==> src/rtl/rhd_cmd_sequencer.sv <==
// RHD2000 command sequencer: issues one frame of CONVERT commands plus an aux READ per frame tick.
// Optional calibration prefix (CALIBRATE + 9 dummy READs) is enabled by defining RHD_CALIBRATE_EN.
module rhd_cmd_sequencer #(
  parameter int NUM_CHANNELS  = 32,
  parameter int INTER_CMD_GAP = 2
) (
  input  logic        clk,
  input  logic        rstn,
  input  logic        enable,
  input  logic        frame_tick,
  input  logic        fast_settle,
  input  logic [5:0]  aux_reg_addr,
  output logic        spi_start,
  output logic [31:0] spi_data_in,
  input  logic        spi_done,
  output logic [5:0]  cmd_channel,
  output logic        cmd_is_convert,
  output logic        frame_busy,
  output logic        frame_overrun,
  input  logic        overrun_clr
);

  localparam logic [6:0]  LAST_SLOT     = 7'(NUM_CHANNELS);
  localparam logic [7:0]  GAP_LAST      = (INTER_CMD_GAP == 0) ? 8'd0 : 8'(INTER_CMD_GAP - 1);
  localparam logic [15:0] CMD_CALIBRATE = 16'h5500;
  localparam logic [5:0]  AUX_CHANNEL   = 6'd63;

  typedef enum logic [2:0] {
    ST_IDLE  = 3'd0,
    ST_ISSUE = 3'd1,
    ST_WAIT  = 3'd2,
`ifdef RHD_CALIBRATE_EN
    ST_CAL   = 3'd4,
`endif
    ST_GAP   = 3'd3
  } state_e;

  function automatic logic [15:0] cmd_convert(input logic [5:0] chan, input logic h);
    return {2'b00, chan, 7'b0000000, h};
  endfunction

  function automatic logic [15:0] cmd_read(input logic [5:0] reg_addr);
    return {2'b11, reg_addr, 8'h00};
  endfunction

  state_e      state_q, state_d, tgt_s;
  logic [6:0]  slot_q, slot_d;
  logic [7:0]  gap_q, gap_d;
  logic        busy_q, busy_d;
  logic        overrun_q, overrun_d;
  logic        h_q, h_d;
  logic [5:0]  aux_q, aux_d;
  logic        start_q, start_d;
  logic [15:0] data_q, data_d;
  logic [5:0]  chan_q, chan_d;
  logic        conv_q, conv_d;
  logic        last_s;
`ifdef RHD_CALIBRATE_EN
  logic        cal_pending_q, cal_pending_d;
  logic        in_cal_q, in_cal_d;
  logic [3:0]  cal_idx_q, cal_idx_d;
  logic        enable_q;
  logic        rise_s;
  localparam logic [3:0] CAL_LAST = 4'd9;

  assign rise_s = enable & ~enable_q;
  assign last_s = (slot_q == LAST_SLOT) && !in_cal_q;
`else
  assign last_s = (slot_q == LAST_SLOT);
`endif

  assign spi_start      = start_q;
  assign spi_data_in    = {data_q, 16'h0000};
  assign cmd_channel    = chan_q;
  assign cmd_is_convert = conv_q;
  assign frame_busy     = busy_q;
  assign frame_overrun  = overrun_q;

  // State and registered outputs
  always_ff @(posedge clk or negedge rstn) begin
    if (!rstn) begin
      state_q   <= ST_IDLE;
      slot_q    <= 7'd0;
      gap_q     <= 8'd0;
      busy_q    <= 1'b0;
      overrun_q <= 1'b0;
      h_q       <= 1'b0;
      aux_q     <= 6'd0;
      start_q   <= 1'b0;
      data_q    <= 16'h0000;
      chan_q    <= 6'd0;
      conv_q    <= 1'b0;
`ifdef RHD_CALIBRATE_EN
      cal_pending_q <= 1'b1;
      in_cal_q      <= 1'b0;
      cal_idx_q     <= 4'd0;
      enable_q      <= 1'b0;
`endif
    end else begin
      state_q   <= state_d;
      slot_q    <= slot_d;
      gap_q     <= gap_d;
      busy_q    <= busy_d;
      overrun_q <= overrun_d;
      h_q       <= h_d;
      aux_q     <= aux_d;
      start_q   <= start_d;
      data_q    <= data_d;
      chan_q    <= chan_d;
      conv_q    <= conv_d;
`ifdef RHD_CALIBRATE_EN
      cal_pending_q <= cal_pending_d;
      in_cal_q      <= in_cal_d;
      cal_idx_q     <= cal_idx_d;
      enable_q      <= enable;
`endif
    end
  end

  // Next-state, slot/gap counters and frame flags
  always_comb begin
    state_d = state_q;
    slot_d  = slot_q;
    gap_d   = gap_q;
    busy_d  = busy_q;
    h_d     = h_q;
    aux_d   = aux_q;
    tgt_s   = ST_ISSUE;
`ifdef RHD_CALIBRATE_EN
    in_cal_d      = in_cal_q;
    cal_idx_d     = cal_idx_q;
    cal_pending_d = cal_pending_q | rise_s;
`endif
    // A tick while busy (including the final-done cycle) is an overrun; set beats clear
    if (frame_tick && busy_q) begin
      overrun_d = 1'b1;
    end else if (overrun_clr) begin
      overrun_d = 1'b0;
    end else begin
      overrun_d = overrun_q;
    end
    case (state_q)
      ST_IDLE: begin
        if (frame_tick && enable) begin
          h_d    = fast_settle;
          aux_d  = aux_reg_addr;
          slot_d = 7'd0;
          gap_d  = 8'd0;
          busy_d = 1'b1;
`ifdef RHD_CALIBRATE_EN
          if (cal_pending_q || rise_s) begin
            state_d       = ST_CAL;
            in_cal_d      = 1'b1;
            cal_idx_d     = 4'd0;
            cal_pending_d = 1'b0;
          end else begin
            state_d  = ST_ISSUE;
            in_cal_d = 1'b0;
          end
`else
          state_d = ST_ISSUE;
`endif
        end else begin
          state_d = ST_IDLE;
        end
      end
      ST_ISSUE: state_d = ST_WAIT;
`ifdef RHD_CALIBRATE_EN
      ST_CAL:   state_d = ST_WAIT;
`endif
      ST_WAIT: begin
        if (spi_done) begin
          if (last_s) begin
            busy_d  = 1'b0;
            state_d = ST_IDLE;
          end else begin
            gap_d = 8'd0;
`ifdef RHD_CALIBRATE_EN
            if (in_cal_q) begin
              if (cal_idx_q == CAL_LAST) begin
                in_cal_d = 1'b0;
                tgt_s    = ST_ISSUE;
              end else begin
                cal_idx_d = cal_idx_q + 4'd1;
                tgt_s     = ST_CAL;
              end
            end else begin
              slot_d = slot_q + 7'd1;
            end
`else
            slot_d = slot_q + 7'd1;
`endif
            if (INTER_CMD_GAP == 0) begin
              state_d = tgt_s;
            end else begin
              state_d = ST_GAP;
            end
          end
        end else begin
          state_d = ST_WAIT;
        end
      end
      ST_GAP: begin
        if (gap_q == GAP_LAST) begin
`ifdef RHD_CALIBRATE_EN
          state_d = in_cal_q ? ST_CAL : ST_ISSUE;
`else
          state_d = ST_ISSUE;
`endif
        end else begin
          gap_d = gap_q + 8'd1;
        end
      end
      default: state_d = ST_IDLE;
    endcase
  end

  // Output word/tags are loaded only when entering an issue state, otherwise held
  always_comb begin
    start_d = 1'b0;
    data_d  = data_q;
    chan_d  = chan_q;
    conv_d  = conv_q;
`ifdef RHD_CALIBRATE_EN
    if (state_d == ST_CAL) begin
      start_d = 1'b1;
      chan_d  = AUX_CHANNEL;
      conv_d  = 1'b0;
      if (cal_idx_d == 4'd0) begin
        data_d = CMD_CALIBRATE;
      end else begin
        data_d = cmd_read(AUX_CHANNEL);
      end
    end else
`endif
    if (state_d == ST_ISSUE) begin
      start_d = 1'b1;
      if (slot_d < LAST_SLOT) begin
        data_d = cmd_convert(slot_d[5:0], h_d);
        chan_d = slot_d[5:0];
        conv_d = 1'b1;
      end else begin
        data_d = cmd_read(aux_d);
        chan_d = AUX_CHANNEL;
        conv_d = 1'b0;
      end
    end else begin
      start_d = 1'b0;
    end
  end

endmodule

==> config.mk <==
export PLATFORM = sky130hd
export DESIGN_NAME = rhd_cmd_sequencer
export DESIGN_NICKNAME = d
export VERILOG_FILES = /design/src/rtl/rhd_cmd_sequencer.sv
export SDC_FILE = /design/constraint.sdc
export NUM_CORES = 1
export LEC_CHECK = 0
export CORE_ASPECT_RATIO = 0.5
export CORE_MARGIN = 8
export CORE_UTILIZATION = 54
export DETAILED_ROUTE_END_ITERATION = 7
export HOLD_SLACK_MARGIN = 0.06
export PLACE_DENSITY_LB_ADDON = 0.25
export SYNTH_ARGS = -nofsm -noshare
export SYNTH_HDL_FRONTEND = slang
export SYNTH_SLANG_ARGS = --single-unit
==> constraint.sdc <==
create_clock -name clk -period 3.26 [get_ports clk]
set_input_delay 0.652 -clock clk [delete_from_list [all_inputs] [get_ports clk]]
set_output_delay 0.652 -clock clk [all_outputs]
set_load 0.02 [all_outputs]
==> flow_summary_export.csv <==
group,metric,value,unit
final_layout,post_route_cells_drive_above_1_share,13.8,%
synthesis,synth_compound_gate_area_share,18.5,%
cts,worst_setup_hold_path_clk_slew,0.08,ns
synthesis,synth-simple-area-share,16.6,%
sta,layout_worst_path_cycle_share,79.9,%
cts,cts_num_sinks,42,
critical_path,timing.critical_path.required,3.45,ns
power,cellInternalPower,0.000873,W
sta,post-route-min-period,2.60,ns
critical_path,critical_path.endpoint_type,"flip-flop",
critical_path,critPathSlowestCell,"sky130_fd_sc_hd__clkdlybuf4s50_1",
synthesis,post_synth_instance_area,2320,sq um
critical_path,wp_data_arrival,2.79,ns
grt,vias_in_the_first_global_route,1666,
critical_path,critical-path-top-delay-family,"buffers and inverters",
floorplan,fp.coreArea,4020,sq um
synthesis,synth_seq_cells,42,
run_status,status,"finished, final reports clean",
synthesis,synth_mux_area_share,4.74,%
cts,post_cts_resized,0,
floorplan,area_enclosed_by_the_die_boundary,6790,sq um
drt,post_detailed_route_count_of_antenna_violating_nets,0,
grt,globalRoute.totalOverflow,0,
drt,wire_per_inst,15.5,microns
power,clock_power_share,26.4,%
synthesis,synth_top_family_by_area,"compound AO/OA/AOI/OAI gates",
grt,grt_first_pass_wirelength,7.87,mm
power,switching_share,31.5,%
synthesis,post-synth-top-count-cell,"sky130_fd_sc_hd__dfrtp_1",
sta,worst_pin_slew,0.895,ns
synthesis,synth_largest_type_area_fraction,45.2,%
sta,holdWs,0.478,ns
critical_path,start_kind,"primary input",
final_layout,n_antenna_cell,0,
synthesis,postSynth.asyncResetShare,100,%
synthesis,syn_area_per_cell,10.6,sq um
sta,timing.clock.skew,0.0102,ns
hold_path,hold_path.class,"primary input to asynchronous set/reset pin",
synthesis,post_synth_fa_ha_maj_area_fraction,2.15,%
cts,cts.root.buffer_cell,"sky130_fd_sc_hd__clkbuf_8",
synthesis,postSynthCellCount,219,
critical_path,timing.critical_path.buf_inv,2,
critical_path,startpoint_to_endpoint_class_of_the_critical_path,"primary input to flip-flop",
cts,tritoncts,"done",
placed_design,hpwlAfterDp,3.58,mm
final_layout,area_growth_syn_to_layout,14.7,%
power,sum_of_internal_switching_and_leakage_power,0.00127,W
drt,route.vias.total,1688,
final_layout,final_nets,269,
synthesis,synth_enable_flop_cells,0,
power,seq_power_share,49.9,%
floorplan,initial_utilization,57.7,%
sta,unrepaired_setup_endpoints_after_global_routing,"false",
placed_design,placement.io_buffers,31,
critical_path,critical_path.max_fanout,26,
sta,maxClockFrequency,384,MHz
cts,cts_inserted_buffers,5,
floorplan,die_y,62.4,microns
synthesis,synth-xor-area-share,1.88,%
cts,post_cts_setup_buffers,0,
sta,final_hold_viol_count,0,
synthesis,ys_top_cells_by_count,"sky130_fd_sc_hd__dfrtp_1 (42), sky130_fd_sc_hd__buf_4 (25), sky130_fd_sc_hd__nand2_1 (18), sky130_fd_sc_hd__o21ai_0 (15), sky130_fd_sc_hd__inv_1 (10)",
cts,clk_latency_worst_skew_pair,0.30,ns
drt,initialDrtViolationCount,59,
sta,maxSlewViolCount,0,
placed_design,detailedPlace.worstSlack,0.339,ns
drt,postRouteWirelength,4.77,mm
sta,timing.slew.headroom,40.3,%
sta,post-route-worst-setup-slack,0.656,ns
synthesis,leading_register_cell_type_out_of_synthesis,"sky130_fd_sc_hd__dfrtp_1",
synthesis,sequential_to_total_area_share_from_yosys_stat,45.2,%
critical_path,crit_chain,"clkdlybuf4s50_1, or3b_1, o21ai_4, o211ai_4, inv_1, mux2_2",
sta,finalSetupViolations,0,
grt,antenna_found_initial,0,
synthesis,ys.warnings.count,0,
power,max-vdd-ir-drop,0.241,mV
placed_design,gpl.final_weighted_congestion,0.874,
grt,grt_use_total,14.1,%
sta,setup_total_negative_slack,0,ns
floorplan,placementRows,16,
synthesis,post_synth_main_area_contributors,"sky130_fd_sc_hd__dfrtp_1 (45%), sky130_fd_sc_hd__buf_4 (8.1%), sky130_fd_sc_hd__mux2_2 (3.9%)",
cts,clock_path_buffers,2,
synthesis,post-synth-top-area-cell,"sky130_fd_sc_hd__dfrtp_1",
cts,postCtsHoldBufs,0,
power,net-switching-power,0.000401,W
power,power_density,478,nW/um^2
power,total_leakage_power,1.14,nW
job,cap_viol_max_count,0,
floorplan,io-pin-count,55,
power,part_of_the_total_power_dissipated_in_combinational_logic,23.7,%
critical_path,cpPeakStageDelay,0.61,ns
floorplan,dieWidth,109,microns
synthesis,synthDistinctLibCells,55,
grt,grt_max_degree,43,
drt,detail_route.drc_violations,0,
cts,htree_num_levels,2,
drt,routed_via_density,5.50,
drt,initial_drt_pass_iterations,8,
## per-layer routing
| metal | global-route usage [%] | vias to the layer above | share of wire (%) |
|---|---|---|---|
| li1 | - | 811 | - |
| met2 | 21.6 | 74 | 45 |
| met4 | 2.54 | 0 | 0.46 |
| met3 | 4.42 | 6 | 8.4 |
| met5 | 0 | - | 0 |
| met1 | 19.0 | 797 | 46 |
## final timing paths
| check | start | endpoint | slack, ns | cells after the start |
|---|---|---|---|---|
| min in group clk | data_q[12] | data_q[12] | 0.49 | 2 |
| hold reg to reg | data_q[12] | data_q[12] | 0.49 | 2 |
| setup / recovery | spi_done | data_q[14] | 0.66 | 6 |
| setup reg to reg | slot_q[0] | data_q[14] | 0.81 | 7 |
| hold / removal | rstn | gap_q[5] | 0.48 | 1 |
| max in group asynchronous | rstn | gap_q[6] | 2.22 | 1 |
## final cells by class
| cell class | count | area [sq um] |
|---|---|---|
| Fill cell | 324 | 1360 |
| Multi-Input combinational cell | 161 | 1110 |
| Sequential cell | 42 | 1050 |
| Timing Repair Buffer | 31 | 305 |
| Clock buffer | 5 | 68.8 |
| Tap cell | 54 | 67.6 |
| Inverter | 11 | 41.3 |
| Clock inverter | 3 | 21.3 |
## through the flow
step                      instances  area (sq um)  utilization (%)
after floorplan                 242          2410                -
after global placement          299          2570             64.0
after detailed placement        299          2570             64.0
after CTS                       307          2670             66.2
after global routing            307          2670             66.2
final                           307          2670             66.2
## layout by cell type, fill, tap and decap left out, drive strengths merged, types with 6 or more instances in the layout
cell	n
inv	11
conb	24
nand3	6
o31ai	8
a21oi	6
nand2	18
nor2	8
clkdlybuf4s50	30
dfrtp	42
o21ai	18
mux2	8
## flip-flops by register name, summed over array words and instances (netlist names)
register and count:
data_q 8, cmd_is_convert 1, state_q 3, frame_busy 1, slot_q 7, aux_q 6
cmd_channel 5, gap_q 8, h_q 1, frame_overrun 1, spi_start 1
## cell families after synthesis
logic type | count (synthesis)
AOI/OAI and AO/OA | 55
xor gates and xnor gates | 5
adders and majority gates | 4
buffers and inverters | 39
DFF | 42
muxes | 10
other | 1
and+or+nand+nor | 63
## power groups by stage
stage	clock, W	combinational, W	sequential [W]
finish	0.000336	0.000302	0.000636
global route	0.000373	0.000330	0.000645
CTS	0.000343	0.000306	0.000637
detailed placement	0	0.000305	0.000647
global placement	0	0.000301	0.000642
floorplan	0	0.000159	0.000679
Note: power is estimated with default switching activity, not from simulation.
